File: src/rtl/hll_register_bank.sv
// HyperLogLog register bank: keeps the maximum rank per bucket through a
// read-modify-write pipeline and streams the bank out, clearing each entry on read.
module hll_register_bank #(
  parameter int IDX_W  = 8,
  parameter int RANK_W = 5
) (
  input  logic              clk,
  input  logic              rst,
  input  logic [IDX_W-1:0]  in_index,
  input  logic [RANK_W-1:0] in_rank,
  input  logic              in_valid,
  output logic              ready,
  input  logic              drain_start,
  output logic [IDX_W-1:0]  out_index,
  output logic [RANK_W-1:0] out_data,
  output logic              out_valid,
  input  logic              out_ready,
  output logic              out_last,
  output logic              busy
);

  localparam int DEPTH = 1 << IDX_W;
  localparam logic [IDX_W-1:0] LAST_IDX = {IDX_W{1'b1}};

  typedef enum logic [1:0] {CLEAR, ACCUM, FLUSH, DRAIN} state_t;

  state_t            state;
  logic [IDX_W-1:0]  cnt;
  logic              flush_cnt;

  logic [RANK_W-1:0] mem [DEPTH];
  logic [RANK_W-1:0] rd_q;
  logic [IDX_W-1:0]  rd_addr;
  logic              we;
  logic [IDX_W-1:0]  wr_addr;
  logic [RANK_W-1:0] wr_data;

  logic              s0_valid;
  logic [IDX_W-1:0]  s0_idx;
  logic [RANK_W-1:0] s0_rank;
  logic              s1_valid;
  logic [IDX_W-1:0]  s1_idx;
  logic [RANK_W-1:0] s1_rank;
  logic              s2_valid;
  logic [IDX_W-1:0]  s2_idx;
  logic [RANK_W-1:0] s2_val;

  logic [RANK_W-1:0] s1_old;
  logic [RANK_W-1:0] s1_new;
  logic              accept;
  logic              handshake;

  assign accept    = in_valid & ready;
  assign handshake = out_valid & out_ready;
  assign out_data  = out_valid ? rd_q : '0;

  // The RAM read of an update overlaps the write of the update just ahead of it,
  // so that single in-flight result is the only one that ever needs forwarding.
  always_comb begin
    rd_addr = (state == DRAIN) ? cnt : s0_idx;
    s1_old  = (s2_valid && (s2_idx == s1_idx)) ? s2_val : rd_q;
    s1_new  = (s1_rank > s1_old) ? s1_rank : s1_old;
    we      = 1'b0;
    wr_addr = s1_idx;
    wr_data = s1_new;
    if (!rst) begin
      case (state)
        CLEAR: begin
          we      = 1'b1;
          wr_addr = cnt;
          wr_data = '0;
        end
        DRAIN: begin
          if (handshake) begin
            we      = 1'b1;
            wr_addr = cnt;
            wr_data = '0;
          end
        end
        default: we = s1_valid;
      endcase
    end
  end

  always_ff @(posedge clk) begin
    if (we) mem[wr_addr] <= wr_data;
    rd_q <= mem[rd_addr];
  end

  always_ff @(posedge clk) begin
    if (rst) begin
      s0_valid <= 1'b0;
      s0_idx   <= '0;
      s0_rank  <= '0;
      s1_valid <= 1'b0;
      s1_idx   <= '0;
      s1_rank  <= '0;
      s2_valid <= 1'b0;
      s2_idx   <= '0;
      s2_val   <= '0;
    end else begin
      s0_valid <= accept;
      s0_idx   <= in_index;
      s0_rank  <= in_rank;
      s1_valid <= s0_valid;
      s1_idx   <= s0_idx;
      s1_rank  <= s0_rank;
      s2_valid <= s1_valid;
      s2_idx   <= s1_idx;
      s2_val   <= s1_new;
    end
  end

  // cnt walks the clear addresses and then the drain addresses; it wraps to zero
  // at the end of both, so it is always zero when a drain begins.
  always_ff @(posedge clk) begin
    if (rst) begin
      state     <= CLEAR;
      cnt       <= '0;
      flush_cnt <= 1'b0;
      ready     <= 1'b0;
      busy      <= 1'b1;
      out_valid <= 1'b0;
      out_last  <= 1'b0;
      out_index <= '0;
    end else begin
      case (state)
        CLEAR: begin
          cnt <= cnt + IDX_W'(1);
          if (cnt == LAST_IDX) begin
            state <= ACCUM;
            ready <= 1'b1;
            busy  <= 1'b0;
          end
        end
        ACCUM: begin
          if (drain_start) begin
            state     <= FLUSH;
            flush_cnt <= 1'b0;
            ready     <= 1'b0;
            busy      <= 1'b1;
          end
        end
        FLUSH: begin
          flush_cnt <= 1'b1;
          if (flush_cnt) begin
            state <= DRAIN;
            cnt   <= '0;
          end
        end
        DRAIN: begin
          if (!out_valid) begin
            out_valid <= 1'b1;
            out_index <= cnt;
            out_last  <= (cnt == LAST_IDX);
          end else if (out_ready) begin
            out_valid <= 1'b0;
            out_last  <= 1'b0;
            cnt       <= cnt + IDX_W'(1);
            if (out_last) begin
              state <= ACCUM;
              ready <= 1'b1;
              busy  <= 1'b0;
            end
          end
        end
        default: state <= CLEAR;
      endcase
    end
  end

endmodule

File: config.mk
export PLATFORM = sky130hd
export DESIGN_NAME = hll_register_bank
export DESIGN_NICKNAME = d
export VERILOG_FILES = /design/src/rtl/hll_register_bank.sv
export SDC_FILE = /design/constraint.sdc
export NUM_CORES = 2
export LEC_CHECK = 0
export CAP_MARGIN = 40
export CORE_UTILIZATION = 28
export CTS_CLUSTER_SIZE = 40
export DETAILED_ROUTE_END_ITERATION = 10
export DONT_BUFFER_PORTS = 1
export HOLD_SLACK_MARGIN = 0.05
export PLACE_DENSITY = 0.49
export SLEW_MARGIN = 20
export SYNTH_ARGS = -nofsm -noshare
export SYNTH_HDL_FRONTEND = slang
export SYNTH_SLANG_ARGS = --single-unit
export TNS_END_PERCENT = 10
File: constraint.sdc
create_clock -name clk -period 12 [get_ports clk]
set_input_delay 2.4 -clock clk [delete_from_list [all_inputs] [get_ports clk]]
set_output_delay 2.4 -clock clk [all_outputs]
set_load 0.02 [all_outputs]
==> out/results.txt <==
Netlist cell types -> 64
Max Transition Viols Final -> 0
Power per cell area -> 170 nW/um2
Number of rows in the core area -> 161
Number of iterations in the first detailed-routing pass -> 5
Die Footprint -> 197000 um2
Worst min-delay path class -> reg2reg
Slew headroom -> 23.4%
Depth of the CTS H-tree -> 4
Most used flip-flop cell after synthesis -> edfxtp_1
Highest clock rate -> 173 MHz
Slack of the worst reg-to-reg path -> 6.23 ns
Minimum setup slack in the final design -> 6.23 ns
Peak fanout along the critical path -> 48
Clock transition at the registers of the reported paths -> 0.06 ns
Die Y -> 443 um
Highest cell delay on the worst timing path -> 0.75 ns
Setup Fix Bufs, Post-CTS -> 0
Combined global-route utilization of all metal layers -> 15.5%
Most area-consuming cells after synthesis -> edfxtp_1, nand2_1, mux2i_1
VDD IR-drop max -> 0.146 mV
First-pass GRT wire length -> 226 mm
Largest area contributor in the synthesized netlist -> edfxtp_1
TritonCTS clock tree -> done
Post-layout minimum cycle time -> 5.77 ns
Area of the placeable core -> 193000 um2
Final hold violation count -> 0
First DRT Iteration DRCs -> 3066
CP cell instances -> ha_2 > buf_4 > mux2i_4 > buf_4 > buf_4 > buf_4 > mux4_2 > a2111oi_0 > nor3_1 > o41ai_1 > a221oi_1
Number of register bits inferred by synthesis -> 1350
IO Count -> 35
Fraction of registers with async set/reset -> 0%
Layout Area Growth over Synthesis -> 14.3%
Clock buffers created by TritonCTS -> 143
Starting density of the core -> 28.3%
Number of synthesized flops with an enable pin -> 1280
Max capacitance violation total -> 0
Number of global-route vias before repair -> 32.7k
Number of antenna violations at the first check in global routing -> 3
Accumulated negative setup slack -> 0 ns
Final worst hold slack -> 0.433 ns
Category of the worst setup path launch point -> flop
Minimum setup slack after placement -> 6.17 ns
Overflow left after global routing -> 0
Critical-path cell with the highest stage delay -> o41ai_1
Share of layout cells above drive strength 1 -> 9.78%
DRT antenna net count -> 0
Critical Path Most Common Cell -> buf_4
Avg Inst Size Synth -> 14.1 um2
Number of buffers on the longest clock path -> 3
Detail-routed via count per cell -> 4.98
Result of the run -> finished clean
Warnings, synthesis -> 0
Static Leak -> 20.8 nW
Final setup violating endpoints -> 0
Largest net degree at the start of global routing -> 190
Critical path capture point type -> flop
Setup skew after layout -> 0.0344 ns
CTS root buf -> clkbuf_16
Pin slew with the least headroom to its limit -> 1.15 ns
Post-layout net count -> 3872
Category of the critical setup timing path -> reg2reg
Endpoint arrival time on the critical path -> 6.37 ns
Last weighted congestion value of the routability-driven placer -> 0.802
Port-buffer cells -> 0
Most frequent cells after synthesis -> edfxtp_1, nand2_1, nor2_1
Clock insertion delay at the later pin of the skew report -> 0.78 ns
Post-route DRC violation count -> 0
Share of synthesized area occupied by flip-flops and latches -> 73.0%
Via count of the routed design -> 32.3k
Synthesized instance count -> 3862
X dimension of the die -> 443 um
Combined area of all synthesized cells -> 54500 um2
Proportion of netlist area held by the largest area contributor -> 70.5%
Number of fill cells -> 18.8k
Wirelength, routed -> 154 mm
Most frequent cell after synthesis -> edfxtp_1
Post-DP HPWL -> 88.9 mm
Hold_buf cts -> 0
Post_cts resized -> 0
Sink count of the clock tree -> 1350
Avg WL per Cell -> 23.8 um
Pwr Total -> 10.6 mW
Crit path required time -> 12.60 ns
Synthesized net count -> 3891
Final clock period utilization by the worst path -> 48.0%
RSZ-0062 raised after global routing -> false
[area by class of cell]
| cell class | instances | area, um2 | area share (%) |
|---|---|---|---|
| antenna | 1 | 2.50 | 0.00402 |
| timing repair buffer | 100 | 1240 | 1.98 |
| clock inverter | 74 | 759 | 1.22 |
| multi-input combinational | 2227 | 13300 | 21.4 |
| tap | 2526 | 3160 | 5.07 |
| sequential | 1350 | 39800 | 63.9 |
| inverter | 21 | 78.8 | 0.126 |
| clock buffer | 184 | 3920 | 6.29 |
[report_power, final]
part	internal, mW	leakage, nW	switching, mW
combinational	0.175	6.24	0.625
clock	2.57	2.28	1.85
sequential	5.38	12.3	0.0235
[per-stage QoR]
stage | std cells | utilization (%) | instance area (um2)
after detailed placement | 6218 | 29.8 | 57600
after CTS | 6476 | 32.3 | 62200
after global placement | 6185 | 29.5 | 57000
after floorplan | 3862 | - | 54500
after global routing | 6482 | 32.3 | 62300
final | 6483 | 32.3 | 62300
[cell usage in the layout (no fill, tap or decap), types with 7 or more instances in the layout]
cell,count
o21ai_0,12
nand2_1,700
buf_4,51
nor2b_1,36
clkinv_2,23
clkbuf_16,149
edfxtp_1,1280
ha_1,10
buf_16,16
clkbuf_1,29
nand3_1,234
a21oi_1,204
xor2_1,11
nor4_1,30
or3_1,7
nor3_1,64
a311oi_1,11
mux4_2,46
bufinv_16,12
inv_1,21
a2111oi_0,51
dfxtp_1,70
a31oi_1,50
mux2i_1,228
buf_12,11
o221ai_1,98
and2_1,9
nor2_1,314
o22ai_1,12
clkinv_1,24
[state kept, by name, summed over array words and instances (netlist names), 2 cells and up]
name and cells:
s0_idx 8, s2_val 5, cnt 8, s2_idx 8
out_index 8, s1_rank 5, state 2, s0_rank 5
s1_idx 8, rd_q 5, mem 1280
[worst paths after layout]
kind,depth (start not counted),end,startpoint
setup reg to reg,11,rd_q[0],state[0]
hold / removal,1,s1_rank[3],s0_rank[3]
hold reg to reg,1,s1_rank[3],s0_rank[3]
setup / recovery,11,rd_q[0],state[0]
[worst max-delay path, delay by kind of cell, from the launching register on]
family | cells | cell delay (ns)
buffers and inverters | 4 | 2.24
AO/OA/AOI/OAI | 3 | 1.53
multiplexers | 2 | 0.91
flip-flops | 1 | 0.41
adder cells (fa/ha/maj) | 1 | 0.19
AND/OR/NAND/NOR | 1 | 0.18
[per-layer routing]
metal  vias up  global-route usage [%]  wire length (um)
met2       936                    25.0             72500
met4         0                    5.07              4510
met3       210                    2.43              8300
met5         -                       0                 0
met1     16600                    21.2             69100
li1      14500                       -                 -
[logic make-up after synthesis]
| family | count (synthesis) | synth area share [%] |
|---|---|---|
| AND/OR/NAND/NOR | 1433 | 11.1 |
| flip-flops | 1350 | 73.0 |
| AO/OA/AOI/OAI | 483 | 6.05 |
| multiplexers | 286 | 6.45 |
| buffers and inverters | 285 | 2.88 |
| XOR/XNOR | 14 | 0.225 |
| adder cells (fa/ha/maj) | 11 | 0.252 |
(Power assumes the default switching activity.)
